==> src/rtl/rv32i_pkg.sv <==
// Shared definitions for the instruction-memory loader: FSM state encoding,
// failure codes and the state decode for the "load in progress" outputs.
package rv32i_pkg;

    typedef enum logic [2:0] {
        S_IDLE,
        S_LEN_LO,
        S_LEN_HI,
        S_DATA,
        S_CHECK,
        S_DONE,
        S_ERROR
    } loader_state_t;

    localparam logic [1:0] ERR_NONE     = 2'd0;
    localparam logic [1:0] ERR_LEN_ZERO = 2'd1;
    localparam logic [1:0] ERR_LEN_OVF  = 2'd2;
    localparam logic [1:0] ERR_CSUM     = 2'd3;

    function automatic logic is_loading(input loader_state_t s);
        return (s == S_LEN_LO) || (s == S_LEN_HI) || (s == S_DATA) || (s == S_CHECK);
    endfunction

endpackage

==> src/rtl/imem_word_packer.sv <==
// Collects four stream bytes into one little-endian 32-bit word and emits a
// one-cycle word_valid pulse the cycle after the fourth byte is accepted.
module imem_word_packer (
    input  logic        clk,
    input  logic        rst,
    input  logic        clear,
    input  logic        byte_valid,
    input  logic [7:0]  byte_data,
    output logic [1:0]  byte_cnt,
    output logic        word_valid,
    output logic [31:0] word_data
);

    logic [23:0] partial;

    always_ff @(posedge clk or posedge rst) begin
        if (rst) begin
            byte_cnt   <= '0;
            partial    <= '0;
            word_valid <= 1'b0;
            word_data  <= '0;
        end else begin
            word_valid <= 1'b0;
            // clear drops any partial word; a pulse already on word_valid is unaffected
            if (clear) begin
                byte_cnt <= '0;
                partial  <= '0;
            end else if (byte_valid) begin
                byte_cnt <= byte_cnt + 2'd1;
                case (byte_cnt)
                    2'd0: partial[7:0]   <= byte_data;
                    2'd1: partial[15:8]  <= byte_data;
                    2'd2: partial[23:16] <= byte_data;
                    default: begin
                        word_data  <= {byte_data, partial};
                        word_valid <= 1'b1;
                    end
                endcase
            end
        end
    end

endmodule

==> src/rtl/imem_loader.sv <==
// Framed byte-stream loader for the RV32I instruction memory: parses length,
// writes payload words, verifies the XOR checksum and gates the core reset.
module imem_loader
    import rv32i_pkg::*;
#(
    parameter int unsigned ADDR_WIDTH = 10,
    parameter int unsigned MAX_WORDS  = 1024
) (
    input  logic                  clk,
    input  logic                  rst,
    input  logic                  start,
    input  logic                  in_valid,
    input  logic [7:0]            in_data,
    output logic                  in_ready,
    output logic                  mem_we,
    output logic [ADDR_WIDTH-1:0] mem_addr,
    output logic [31:0]           mem_wdata,
    output logic                  cpu_rst_n,
    output logic                  busy,
    output logic                  done,
    output logic                  err,
    output logic [1:0]            err_code
);

    loader_state_t         state, state_d;
    logic [1:0]            err_code_d;
    logic [7:0]            len_lo;
    logic [15:0]           len;
    logic [7:0]            csum;
    logic [ADDR_WIDTH-1:0] word_idx;
    logic [1:0]            byte_cnt;
    logic [16:0]           len_rx;
    logic                  xfer, data_byte, last_word;

    // start takes priority over a byte offered in the same cycle
    assign xfer      = in_valid && in_ready && !start;
    assign data_byte = xfer && (state == S_DATA);
    assign len_rx    = {1'b0, in_data, len_lo};
    assign last_word = (17'(word_idx) == (17'(len) - 17'd1));

    imem_word_packer u_packer (
        .clk        (clk),
        .rst        (rst),
        .clear      (start),
        .byte_valid (data_byte),
        .byte_data  (in_data),
        .byte_cnt   (byte_cnt),
        .word_valid (mem_we),
        .word_data  (mem_wdata)
    );

    always_comb begin
        state_d    = state;
        err_code_d = err_code;
        if (start) begin
            state_d    = S_LEN_LO;
            err_code_d = ERR_NONE;
        end else if (xfer) begin
            case (state)
                S_LEN_LO: state_d = S_LEN_HI;
                S_LEN_HI: begin
                    if (len_rx == 17'd0) begin
                        state_d    = S_ERROR;
                        err_code_d = ERR_LEN_ZERO;
                    end else if (len_rx > 17'(MAX_WORDS)) begin
                        state_d    = S_ERROR;
                        err_code_d = ERR_LEN_OVF;
                    end else begin
                        state_d = S_DATA;
                    end
                end
                S_DATA: begin
                    if (byte_cnt == 2'd3 && last_word) state_d = S_CHECK;
                end
                S_CHECK: begin
                    if (in_data == csum) begin
                        state_d = S_DONE;
                    end else begin
                        state_d    = S_ERROR;
                        err_code_d = ERR_CSUM;
                    end
                end
                default: ;
            endcase
        end
    end

    // Status outputs are decoded from the next state so they are registered
    // yet line up with the state they describe.
    always_ff @(posedge clk or posedge rst) begin
        if (rst) begin
            state     <= S_IDLE;
            err_code  <= ERR_NONE;
            in_ready  <= 1'b0;
            busy      <= 1'b0;
            done      <= 1'b0;
            err       <= 1'b0;
            cpu_rst_n <= 1'b0;
            len_lo    <= '0;
            len       <= '0;
            csum      <= '0;
            word_idx  <= '0;
            mem_addr  <= '0;
        end else begin
            state     <= state_d;
            err_code  <= err_code_d;
            in_ready  <= is_loading(state_d);
            busy      <= is_loading(state_d);
            done      <= (state_d == S_DONE);
            err       <= (state_d == S_ERROR);
            cpu_rst_n <= (state_d == S_DONE);
            if (start) begin
                len_lo   <= '0;
                len      <= '0;
                csum     <= '0;
                word_idx <= '0;
            end else if (xfer) begin
                case (state)
                    S_LEN_LO: len_lo <= in_data;
                    S_LEN_HI: begin
                        len      <= len_rx[15:0];
                        word_idx <= '0;
                    end
                    S_DATA: begin
                        csum <= csum ^ in_data;
                        if (byte_cnt == 2'd3) begin
                            mem_addr <= word_idx;
                            word_idx <= word_idx + ADDR_WIDTH'(1);
                        end
                    end
                    default: ;
                endcase
            end
        end
    end

endmodule

==> config.mk <==
export PLATFORM = sky130hd
export DESIGN_NAME = imem_loader
export DESIGN_NICKNAME = d
export VERILOG_FILES = /design/src/rtl/rv32i_pkg.sv /design/src/rtl/imem_word_packer.sv /design/src/rtl/imem_loader.sv
export SDC_FILE = /design/constraint.sdc
export NUM_CORES = 1
export LEC_CHECK = 0
export BUFFER_PORTS_ARGS = -buffer_cell sky130_fd_sc_hd__buf_2
export CORE_UTILIZATION = 37
export CTS_CLUSTER_DIAMETER = 80
export DETAILED_ROUTE_END_ITERATION = 10
export RECOVER_POWER = 100
export SYNTH_ARGS = -nofsm -noshare
export SYNTH_HDL_FRONTEND = slang
export SYNTH_SLANG_ARGS = --single-unit
==> constraint.sdc <==
create_clock -name clk -period 4.6 [get_ports clk]
set_input_delay 0.46 -clock clk [delete_from_list [all_inputs] [get_ports clk]]
set_output_delay 0.46 -clock clk [all_outputs]
set_load 0.03 [all_outputs]
After elaboration in Yosys (flattened, before gate mapping)
Cells that the tools add are included.
{"block": "word_totals", "register_bits": 119, "inputBits": 12, "out_inout_bits": 50, "elab_cells": 108}
{"block": "classes", "add_sub_neg": 3, "n_lt_le_gt_ge": 1, "eq_ne": 18, "muxes": 36, "n_bitwise": 3, "reduce_logical": 31}
{"op": "$mux 8", "count": 9}
{"op": "$mux 16", "count": 3}
{"op": "$mux 24", "count": 2}
{"op": "$mux 10", "count": 3}
{"op": "$pmux 10 s2", "count": 1}
{"op": "$eq 10x17->1", "count": 1}
{"op": "$logic_not 17->1", "count": 1}
{"op": "$sub 16x1->17 const B", "count": 1}
{"op": "$gt 16x11->1 const B", "count": 1}
{"op": "$mux 2", "count": 8}
{"op": "$reduce_bool 2->1", "count": 8}
{"op": "$mux 3", "count": 5}
{"op": "$eq 3x2->1 const B", "count": 4}
{"op": "$eq 3x3->1 const B", "count": 4}
{"op": "$pmux 3 s4", "count": 1}
{"op": "$reduce_and 2->1", "count": 6}
{"op": "$add 10x1->10 const B", "count": 1}
{"op": "$eq 8x8->1", "count": 1}
{"op": "$reduce_and 4->1", "count": 2}
{"op": "$xor 8x8->8", "count": 1}
{"op": "$eq 3x1->1 const B", "count": 2}
{"op": "$reduce_and 3->1", "count": 2}
{"op": "$reduce_bool 3->1", "count": 2}
{"op": "$eq 2x2->1 const B", "count": 2}
{"op": "13 further kinds", "count": 21}

Logic depth before layout (Yosys ltp)
Gate-level depths: netlist of the first run.
{"block": "logic_depth", "ltp_word": 11, "depth_mapped": 9, "ltp_nobuf": 9}

Hierarchy
Synthesis of the first run repeated with hierarchy kept, for this count alone.
{"block": "unflattened", "cells_unflattened": 523, "hier_area_um2": 5819.3}
{"mod": "imem_loader", "n_inst": 1, "cells_each": 329, "area_per_inst_um2": 3178.0, "seq_area_each_um2": 1501.4}
{"mod": "imem_word_packer", "n_inst": 1, "cells_each": 194, "area_per_inst_um2": 2641.3, "seq_area_each_um2": 1476.4}

Least setup slack after synthesis of the first run
Ideal clock, no wire load.
{"block": "synth_timing", "kind": "register to register", "start": "reg len[0]", "end": "reg busy", "setup_time_ns": 0.079, "t_arrival_ns": 2.141, "required_time_ns": 4.521, "slack_ns": 2.380, "stages_incl_launch_ff": 10, "n_path_buf": 0, "synth_period_minus_slack_ns": 2.220, "path_cell_list": "dfrtp_1 inv_1 ha_1 nor3b_1 nand2_2 nor4_2 a211oi_2 nor4_4 a22o_1 mux2i_1"}
{"block": "synth_between", "elab_chain_cells": 11, "elab_cells_between_ends": 14, "cone_classes": "1 x add/sub; 5 x eq/ne; 4 x mux; 4 x reduce/logical"}
{"element": "start, declared", "line_no": "imem_loader.sv:28", "source": "logic [15:0] len;"}
{"element": "start signal, assigned", "line_no": "imem_loader.sv:121", "source": "len <= len_rx[15:0];"}
{"element": "$sub 16x1->17 (*)", "line_no": "imem_loader.sv:39", "source": "assign last_word = (17'(word_idx) == (17'(len) - 17'd1));"}
{"element": "$eq 10x17->1 (*)", "line_no": "imem_loader.sv:39"}
{"element": "$logic_and 1x1->1 (*)", "line_no": "imem_loader.sv:73", "source": "if (byte_cnt == 2'd3 && last_word) state_d = S_CHECK;"}
{"element": "$mux 3 (*)", "line_no": "imem_loader.sv:73"}
{"element": "$pmux 3 s4 (*)", "line_no": "imem_loader.sv:59", "source": "case (state)"}
{"element": "$mux 3 (*)", "line_no": "imem_loader.sv:58", "source": "end else if (xfer) begin"}
{"element": "$mux 3 (*)", "line_no": "imem_loader.sv:55", "source": "if (start) begin"}
{"element": "$eq 3x1->1 / $eq 3x2->1 (equally long branches)", "line_no": "rv32i_pkg.sv:21", "source": "return (s == S_LEN_LO) || (s == S_LEN_HI) || (s == S_DATA) || (s == S_CHECK);"}
{"element": "$logic_or 1x1->1 (2 in a row)", "line_no": "rv32i_pkg.sv:21"}
{"element": "$logic_or 1x1->1 (*)", "line_no": "rv32i_pkg.sv:21"}
{"element": "end signal, assigned", "line_no": "imem_loader.sv:108", "source": "busy <= is_loading(state_d);"}
{"element": "end, declared", "line_no": "imem_loader.sv:19", "source": "output logic busy,"}
Every way passes the cells marked *; elsewhere a longest branch is shown, timed or not.
A chain may end at the register's enable or synchronous reset.

Worst setup path in the final report of the first run
{"block": "layout_timing", "start": "reg state[0]", "end": "reg u_packer.word_data[3]"}
{"block": "layout_between", "elab_chain_cells": 3}
{"element": "start, declared", "line_no": "imem_loader.sv:25", "source": "loader_state_t state, state_d;"}
{"element": "start signal, assigned", "line_no": "imem_loader.sv:105", "source": "state <= state_d;"}
{"element": "$eq 3x2->1", "line_no": "imem_loader.sv:37", "source": "assign data_byte = xfer && (state == S_DATA);"}
{"element": "$logic_and 1x1->1", "line_no": "imem_loader.sv:37"}
{"element": "$reduce_and 3->1 (no line)"}
{"element": "end signal, assigned", "line_no": "imem_word_packer.sv:35", "source": "word_data <= {byte_data, partial};"}
{"element": "end, declared", "line_no": "imem_word_packer.sv:11", "source": "output logic [31:0] word_data"}
No other way between the ends.

==> metrics.csv, run 1 <==
stage,metric,value,unit
clocking,TritonCTS clock tree,done,
grt,largest net degree at the start of global routing,75,
layout,number of diodes,0,
logic_synthesis,Post-Syn Instances,549,
floorplanning,Initial Utilization,38.4,%
sta,fin crit share,71.7,%
clocking,H-tree depth,4,
sta,final setup violating endpoints,0,
power_and_ir_drop,Comb pwr share,8.0,%
power_and_ir_drop,Pint,0.00189,W
power_and_ir_drop,Reg power frac,43.4,%
grt,first-pass GRT wire length,20900,µm
grt,global routing's busiest layer,met2,
clocking,clk sinks,119,
sta,clk_skew,0.00674,ns
clocking,CTS Buf Count,17,
grt,Total Routing Usage GR,17.1,%
place,Port Buffers,61,
clocking,clock buffer depth,2,
power_and_ir_drop,overall power,0.00253,W
grt,initial antenna violation count,0,
clocking,post_cts resized,0,
floorplanning,full die area,15800,µm²
hold_path,Hold Path Class,input pin to register,
layout,Area Overhead vs Synth,14.7,%
floorplanning,# rows,44,
setup_path,Worst Setup End Kind,register,
setup_path,crit-path max FO,33,
sta,hold_ws,0.319,ns
setup_path,Critical Path RT,4.90,ns
setup_path,FF-to-FF Start,state[0],
sta,upper clock frequency limit,0.303,GHz
clocking,worst skew pair latency,0.41,ns
detailed_routing,DRC Markers,0,
sta,Setup TNS Final,0,ns
floorplanning,IO Count,62,
sta,RSZ-0062 raised after global routing,no,
setup_path,flop-to-flop setup slack,1.30,ns
detailed_routing,Via-to-Cell Ratio,5.32,
setup_path,Setup crit end,u_packer.word_data[3],
layout,nets@finish,614,
floorplanning,Core ar.,14800,µm²
clocking,CTS Hold Bufs,0,
logic_synthesis,"EDFF count, synth",0,
setup_path,worst setup path start,state[0],
power_and_ir_drop,Peak supply drop,0.000249,V
clocking,clk root buf,clkbuf_16,
sta,Slew @ Worst Pin,3.23,ns
sta,Rel. slew slack,-117,%
logic_synthesis,"Seq/Total Area, Yosys",52.5,%
grt,total gr overflow,0,
run,max-cap violations,2,
sta,minimum clock period after layout,3.30,ns
setup_path,Startpoint Class,register,
grt,vias in the first global route,4262,
power_and_ir_drop,Lkg Pwr,2.89,nW
floorplanning,Die Wd,126,µm
detailed_routing,Final ANT Viol Nets,0,
logic_synthesis,YS warnings,0,
sta,Max Slew Vio Count,109,
setup_path,Reg2Reg Capture Point,u_packer.word_data[3],
detailed_routing,Routed WL per cell,16.0,µm
place,DP HPWL,8470,µm
logic_synthesis,"Avg Cell Area, Syn",10.3,µm²
run_status,failing checks,"max-capacitance violations, max-slew violations",
power_and_ir_drop,Switching Power,0.000639,W
run_status,status,finished with violations,
grt,GR Layer Usage met3,3.78,%
grt,GRT met2 Usage,27.6,%
logic_synthesis,Syn Nets,568,
setup_path,R2R depth,7,
setup_path,WS Path Type,register to register,
setup_path,CP arrival,3.59,ns
detailed_routing,Total Wirelength,12700,µm
detailed_routing,vias,4217,
place,gpl congestion,0.837,
detailed_routing,drt pass-1 iters,4,
sta,Hold Fails Final Rpt,0,
power_and_ir_drop,Power Density,389,nW/µm²
logic_synthesis,post-synth cell types,58,
logic_synthesis,number of synthesized register bits,119,
logic_synthesis,ys async rst share,100,%
layout,layout cells sized above 1,13.7,%
grt,met1 global-route usage,21.8,%
clocking,Post CTS Setup Buffer Count,0,
clocking,clock slew at reported path FFs,0.06,ns
logic_synthesis,Main synth FF type,dfrtp_1,
layout,"Core Util, Final",44.1,%
logic_synthesis,Mapped Area,5670,µm²
detailed_routing,initial DRC count,281,
power_and_ir_drop,sw frac,25.2,%
power_and_ir_drop,clock network fraction of total power,48.6,%
floorplanning,Die Y,126,µm
-- worst min-delay path by stage --
stage                      startpoint                     end  slack (ns)  depth (start not counted)
2_1_floorplan    u_packer.partial[10]  u_packer.word_data[10]        0.46                          1
3_3_place_gp    u_packer.word_data[8]   u_packer.word_data[8]        0.47                          1
3_5_place_dp   u_packer.word_data[10]  u_packer.word_data[10]        0.47                          1
4_1_cts                           rst  u_packer.word_data[15]        0.28                          2
5_1_grt                         start             err_code[1]        0.34                          2
6_report                        start             err_code[1]        0.32                          2
-- cells in the mapped netlist (3+ instances only) --
cell        n  share of area, %
ha_1        7               1.5
nand2_1    79               5.2
xnor2_1    12               1.9
mux2i_1    10               1.8
xor2_1     20               3.1
mux2_2     22               4.4
or4_1       3              0.40
o31ai_1     5              0.66
buf_4       3              0.40
inv_1      12              0.79
clkbuf_1   26               1.7
dfrtp_1   119                53
nor4_1      5              0.55
nor3_1     11              0.97
nor3_2      3              0.53
mux2_1     20               4.0
nand3_1    40               3.5
o21ai_0    11              0.97
buf_2       5              0.44
and3_1      5              0.55
nor2_1     33               2.2
a21oi_1    51               4.5
-- critical path, cell delays in order (launching register included) --
cell and delay [ns]:
dfrtp_1 0.51, inv_1 0.16, nor2_1 0.15, nand2_1 0.20
nor2_4 0.23, and2_1 0.15, clkbuf_1 1.30, mux2_2 0.45
-- state kept, by name, summed over array words and instances (netlist names) --
name,flops
state,3
u_packer.partial,24
mem_addr,10
word_idx,10
u_packer.byte_cnt,2
u_packer.word_valid,1
err,1
done,1
len,16
u_packer.word_data,32
busy,1
len_lo,8
err_code,2
csum,8
-- per-layer routing --
layer	vias up	share of wire [%]
li1	1989	-
met2	112	47
met1	2089	46
met3	27	4.3
met5	-	0
met4	0	2.1
-- kinds of logic after synthesis --
family,share of synthesized area [%]
and+or+nand+nor,17.6
DFF,52.5
AOI/OAI and AO/OA,8.87
buffers and inverters,4.37
muxes,10.1
xor gates and xnor gates,4.94
adders and majority gates,1.54
-- power groups by stage --
| stage | sequential [W] | combinational [W] | clock, W |
|---|---|---|---|
| final | 0.00110 | 0.000202 | 0.00123 |
| after floorplan | 0.00111 | 0.000164 | 0 |
| after global placement | 0.00112 | 0.000206 | 0 |
| after global routing | 0.00110 | 0.000225 | 0.00130 |
| after CTS | 0.00110 | 0.000211 | 0.00125 |
| after detailed placement | 0.00112 | 0.000210 | 0 |
-- area by class of cell --
cell class,count,area [µm²]
inverters,12,46.3
fillers,1447,8250
multi-input cells,378,2400
repair buffers,67,280
well taps,184,230
clock inverters,10,71.3
clock buffers,22,494
flip-flops and latches,119,2980
-- per-stage QoR --
stage / cell area [µm²] / instances / worst slack (ns)
final: 6500 / 792 / 1.30
after global routing: 6500 / 792 / 1.04
after CTS: 6620 / 792 / 2.05
after detailed placement: 6050 / 760 / 2.06
after global placement: 6050 / 760 / 2.23
after floorplan: 5670 / 549 / 0.983
-- placed cells by master, fill, tap and decap left out, types with 12 or more instances in the layout --
cell       count
clkbuf_1      52
clkbuf_16     17
a21oi_1       51
xnor2_1       12
nand3_1       40
nor3_1        13
mux2_1        20
nor2_1        33
xor2_1        20
dfrtp_1      119
mux2_2        22
nand2_1       80
(Power assumes the default switching activity.)
==> inputs of run 2 (changes only) <==
==> constraint.sdc (replaced) <==
create_clock -name clk -period 2.87 [get_ports clk]
set_input_delay 0.287 -clock clk [delete_from_list [all_inputs] [get_ports clk]]
set_output_delay 0.287 -clock clk [all_outputs]
set_load 0.03 [all_outputs]
==> metrics.csv, run 2 (synthesis gave the netlist of run 1 again) <==
stage,metric,value,unit,change
run_status,status,finished clean,,
layout,"commonest non-fill, non-tap cell in the layout",dfrtp_1,,
detailed_routing,Routed WL per cell,15.9,µm,-1.1%
setup_path,flop-to-flop setup slack,0.27,ns,-1.03 ns
setup_path,crit-path max FO,33,,unchanged
detailed_routing,vias,4147,,-1.7%
power_and_ir_drop,Power Density,661,nW/µm²,+70%
sta,Rel. slew slack,9.50,%,+130 points
setup_path,Worst Setup End Kind,register,,
floorplanning,Die Y,126,µm,unchanged
layout,most frequent cells in the layout,"dfrtp_1 (119), nand2_1 (80), clkbuf_1 (55)",,
hold_path,Hold Path Class,input pin to register,,
floorplanning,Core ar.,14800,µm²,unchanged
power_and_ir_drop,Pint,0.00334,W,+77%
power_and_ir_drop,Peak supply drop,0.000392,V,+58%
floorplanning,IO Count,62,,unchanged
grt,largest net degree at the start of global routing,69,,-8.0%
sta,Max Slew Vio Count,0,,-100%
clocking,CTS Buf Count,17,,unchanged
layout,post-layout instance area,6620,µm²,+1.8%
power_and_ir_drop,Switching Power,0.00104,W,+62%
clocking,clk sinks,119,,unchanged
sta,final setup violating endpoints,0,,unchanged
grt,Total Routing Usage GR,17.5,%,+0.43 points
detailed_routing,initial DRC count,230,,-18%
grt,initial antenna violation count,0,,unchanged
grt,vias in the first global route,4290,,+0.66%
layout,largest registers,"u_packer.word_data (32), u_packer.partial (24), len (16)",,
setup_path,Startpoint Class,register,,
setup_path,WS Path Type,register to register,,
grt,total gr overflow,0,,unchanged
clocking,clock slew at reported path FFs,0.05,ns,about the same
sta,clk_skew,0.00769,ns,+0.000951 ns
power_and_ir_drop,clock network fraction of total power,52.3,%,+3.7 points
floorplanning,Die Wd,126,µm,unchanged
setup_path,FF-to-FF Start,state[0],,
place,Port Buffers,61,,unchanged
power_and_ir_drop,sw frac,23.7,%,-1.6 points
clocking,worst skew pair latency,0.42,ns,about the same
layout,nets@finish,620,,+0.98%
hold_path,Hold Startpoint,start,,
clocking,H-tree depth,4,,unchanged
power_and_ir_drop,Reg power frac,40.2,%,-3.2 points
clocking,clk root buf,clkbuf_16,,
power_and_ir_drop,Comb pwr share,7.5,%,-0.5 points
place,DP HPWL,8450,µm,-0.28%
setup_path,"Slowest-stage cell, CP",clkbuf_2,,
setup_path,worst path cell trace,inv_1 > nor2_1 > nand2_1 > nor2_4 > and2_0 > clkbuf_2 > mux2_2,,
layout,Area Overhead vs Synth,16.8,%,
floorplanning,full die area,15800,µm²,unchanged
layout,max reg flops,32,,unchanged
sta,Slew @ Worst Pin,1.35,ns,-1.89 ns
detailed_routing,DRC Markers,0,,unchanged
sta,upper clock frequency limit,0.385,GHz,+27%
setup_path,Critical Path Max Stage Delay,0.65,ns,-0.65 ns
setup_path,worst setup path start,state[0],,
setup_path,Critical Path RT,3.17,ns,-1.73 ns
detailed_routing,Final ANT Viol Nets,0,,unchanged
layout,layout cells sized above 1,13.8,%,+0.19 points
detailed_routing,Via-to-Cell Ratio,5.20,,-2.4%
run,max-cap violations,0,,-2
floorplanning,Initial Utilization,38.4,%,unchanged
sta,minimum clock period after layout,2.60,ns,-0.696 ns
sta,RSZ-0062 raised after global routing,no,,
setup_path,CP arrival,2.90,ns,-0.69 ns
detailed_routing,Total Wirelength,12700,µm,-0.33%
layout,Biggest register,u_packer.word_data,,
detailed_routing,drt pass-1 iters,4,,unchanged
power_and_ir_drop,Lkg Pwr,2.96,nW,+2.4%
floorplanning,# rows,44,,unchanged
sta,fin crit share,90.6,%,+19 points
sta,Hold Fails Final Rpt,0,,unchanged
place,gpl congestion,0.799,,-4.5%
place,placed instance area,6120,µm²,+1.1%
layout,number of diodes,0,,unchanged
clocking,TritonCTS clock tree,done,,
sta,Setup TNS Final,0,ns,unchanged
clocking,clock buffer depth,2,,unchanged
grt,first-pass GRT wire length,21400,µm,+2.3%
[run 2: changes by cell type in the layout (fill, tap and decap cells not counted), moves of 2 or more]
| cell | previous run | this run |
|---|---|---|
| bufinv_16 | 0 | 4 |
| clkbuf_2 | 0 | 4 |
| clkbuf_1 | 52 | 55 |
| clkbuf_8 | 5 | 3 |
| clkinv_4 | 3 | 1 |
[run 2: worst max-delay path, delay by kind of cell (launching register included)]
kind,cells,cell delay (ns)
multiplexers,1,0.41
flip-flops,1,0.50
AND/OR/NAND/NOR,4,0.74
buffers and inverters,2,0.80
[run 2: cell type report]
type,count,area [µm²]
well taps,184,230
inverters,12,46.3
fillers,1410,8130
clock inverters,11,170
repair buffers,73,310
clock buffers,21,470
multi-input cells,378,2410
flip-flops and latches,119,2980
[run 2: timing repair]
action,CTS,global route
buffers inserted,0,0
resized for setup,0,0
hold buffers,1,0
hold endpoints to repair,23,0
[run 2: layer usage]
layer / vias up / GRT usage [%] / share of wire, %
met2: 88 / 28.2 / 47
li1: 1994 / - / -
met1: 2044 / 22.1 / 46
met5: - / 0 / 0
met3: 21 / 5.14 / 4.9
met4: 0 / 7.09 / 1.6
[run 2: path summary, 6_finish.rpt]
check	endpoint	depth (start not counted)
setup / recovery	u_packer.word_data[0]	7
hold / removal	done	2
setup reg to reg	u_packer.word_data[0]	7
hold reg to reg	u_packer.word_data[23]	1
max in group asynchronous	state[2]	4
min in group asynchronous	csum[2]	3
[run 2: through the flow]
stage	power (W)	utilization [%]	instances	hold WS, ns	setup slack (ns)
5_1_grt	0.00453	44.9	798	0.117	0.0670
2_1_floorplan	0.00205	-	549	0.464	0.650
3_3_place_gp	0.00213	41.5	765	0.386	0.490
6_report	0.00438	44.9	798	0.105	0.270
4_1_cts	0.00444	45.9	798	0.104	0.309
3_5_place_dp	0.00213	41.5	765	0.397	0.309
[run 2: power by group through the flow]
stage	registers [W]	logic, W	clock network (W)
final	0.00176	0.000326	0.00229
after global routing	0.00177	0.000366	0.00240
after CTS	0.00176	0.000349	0.00233
after detailed placement	0.00179	0.000345	0
after global placement	0.00179	0.000340	0
after floorplan	0.00178	0.000263	0
==> inputs of run 3 (changes only) <==
--- a/config.mk
+++ b/config.mk
@@ -9,7 +9,7 @@
 export CORE_UTILIZATION = 37
 export CTS_CLUSTER_DIAMETER = 80
 export DETAILED_ROUTE_END_ITERATION = 10
-export RECOVER_POWER = 100
+export RECOVER_POWER = 25
 export SYNTH_ARGS = -nofsm -noshare
 export SYNTH_HDL_FRONTEND = slang
 export SYNTH_SLANG_ARGS = --single-unit
==> metrics.csv, run 3 (synthesis gave the netlist of run 1 again) <==
stage,metric,value,unit,change
setup_path,"Slowest-stage cell, CP",nor3b_1,,
sta,Hold Fails Final Rpt,0,,unchanged
clocking,post_cts resized,0,,unchanged
detailed_routing,Total Wirelength,12600,µm,-0.67%
sta,final setup violating endpoints,0,,unchanged
sta,clk_skew,0.00688,ns,-0.000807 ns
place,DP Cell Count,765,,unchanged
clocking,H-tree depth,4,,unchanged
sta,Setup WS post-layout,0.336,ns,+0.0661 ns
layout,Biggest register,u_packer.word_data,,
setup_path,Worst Setup End Kind,register,,
floorplanning,Core ar.,14800,µm²,unchanged
run,max-cap violations,0,,unchanged
setup_path,Worst path top cell family by delay,simple AND/OR/NAND/NOR gates,,
floorplanning,# rows,44,,unchanged
setup_path,buffers and inverters on the worst path,1,,-1
place,DP HPWL,8450,µm,unchanged
floorplanning,Initial Utilization,38.4,%,unchanged
power_and_ir_drop,Power Density,651,nW/µm²,-1.5%
sta,Max Slew Vio Count,0,,unchanged
setup_path,CP arrival,2.88,ns,-0.02 ns
layout,Area Overhead vs Synth,18.8,%,
grt,total gr overflow,0,,unchanged
floorplanning,Die Y,126,µm,unchanged
clocking,clk sinks,119,,unchanged
setup_path,Critical Path Max Stage Delay,0.43,ns,-0.22 ns
grt,initial antenna violation count,0,,unchanged
sta,upper clock frequency limit,0.395,GHz,+2.6%
detailed_routing,initial DRC count,223,,-3.0%
sta,Slew @ Worst Pin,1.08,ns,-0.272 ns
grt,first-pass GRT wire length,21400,µm,unchanged
hold_path,Hold Path Class,input pin to register,,
floorplanning,full die area,15800,µm²,unchanged
setup_path,crit-path max FO,6,,-82%
setup_path,Startpoint Class,register,,
layout,layout cells sized above 1,23.6,%,+9.8 points
place,Port Buffers,61,,unchanged
layout,"commonest non-fill, non-tap cell in the layout",dfrtp_1,,
run_status,status,finished clean,,
layout,"non-filler cells, final",798,,unchanged
floorplanning,IO Count,62,,unchanged
setup_path,WS Path Type,register to register,,
grt,global routing's busiest layer,met2,,
detailed_routing,Via-to-Cell Ratio,5.19,,-0.12%
clocking,clk root buf,clkbuf_16,,
sta,hold_ws,0.109,ns,+0.00349 ns
detailed_routing,Final ANT Viol Nets,0,,unchanged
grt,largest net degree at the start of global routing,69,,unchanged
floorplanning,Die Wd,126,µm,unchanged
grt,vias in the first global route,4290,,unchanged
detailed_routing,Routed WL per cell,15.8,µm,-0.67%
place,gpl congestion,0.799,,unchanged
clocking,TritonCTS clock tree,done,,
setup_path,worst path cell trace,inv_1 > ha_1 > nor3b_1 > nand2_2 > nor4_2 > a211oi_2 > nor4_4 > a22o_1 > mux2i_1,,
setup_path,Critical Path RT,3.21,ns,+0.04 ns
layout,nets@finish,620,,unchanged
layout,largest registers,"u_packer.word_data (32), u_packer.partial (24), len (16)",,
sta,Setup TNS Final,0,ns,unchanged
power_and_ir_drop,Peak supply drop,0.000391,V,-0.38%
clocking,worst skew pair latency,0.42,ns,about the same
clocking,CTS Buf Count,17,,unchanged
layout,most frequent cells in the layout,"dfrtp_1 (119), nand2_1 (79), buf_2 (61)",,
layout,number of diodes,0,,unchanged
grt,GR Layer Usage met3,5.14,%,unchanged
sta,minimum clock period after layout,2.53,ns,-0.0661 ns
sta,fin crit share,88.3,%,-2.3 points
layout,"Core Util, Final",45.6,%,+0.77 points
clocking,clock buffer depth,2,,unchanged
setup_path,flop-to-flop setup slack,0.34,ns,+0.07 ns
detailed_routing,vias,4142,,-0.12%
detailed_routing,DRC Markers,0,,unchanged
grt,Total Routing Usage GR,17.5,%,unchanged
place,pre-CTS WS,0.309,ns,unchanged
power_and_ir_drop,Lkg Pwr,3.20,nW,+8.2%
detailed_routing,drt pass-1 iters,4,,unchanged
clocking,clock slew at reported path FFs,0.05,ns,about the same
sta,RSZ-0062 raised after global routing,no,,
grt,met1 global-route usage,22.1,%,unchanged
grt,GRT met2 Usage,28.2,%,unchanged
sta,Rel. slew slack,27.9,%,+18 points
layout,max reg flops,32,,unchanged
-- run 3: changes by cell type in the layout (fill, tap and decap cells not counted), sizes merged --
cell    change
buf        +56
clkbuf     -56
-- run 3: path summary, 6_finish.rpt --
check	from	to	cells past startpoint
max in group asynchronous	rst	state[2]	4
max reg2reg	len[0]	busy	9
min reg2reg	u_packer.word_data[17]	u_packer.word_data[17]	1
min in group asynchronous	rst	csum[2]	3
max	len[0]	busy	9
min	start	done	2
-- run 3: layer usage --
metal	vias up	routed length, µm
met5	-	0
met4	0	170
met3	14	711
met2	102	6040
met1	2032	5660
li1	1994	-
-- run 3: where the power goes --
part / internal (W) / switching, W / total [W]
clock network: 0.00152 / 0.000764 / 0.00229
registers: 0.00172 / 0.0000417 / 0.00176
logic: 0.000110 / 0.000230 / 0.000339
total: 0.00335 / 0.00104 / 0.00438
-- run 3: cell type report --
type                       instances  area (µm²)
timing repair buffer              73         393
multi-input combinational        378        2450
inverter                          12        46.3
clock inverter                    11         170
tap                              184         230
clock buffer                      21         470
fill                            1372        8020
sequential                       119        2980
-- run 3: what timing repair did --
action                    in CTS  in global routing
setup buffers                  0                  0
hold buffers                   1                  0
hold endpoints to repair      23                  0
-- run 3: metrics by stage --
stage,power [W],area [µm²]
2_1_floorplan,0.00205,5670
3_3_place_gp,0.00213,6120
3_5_place_dp,0.00213,6120
4_1_cts,0.00444,6770
5_1_grt,0.00454,6730
6_report,0.00438,6730
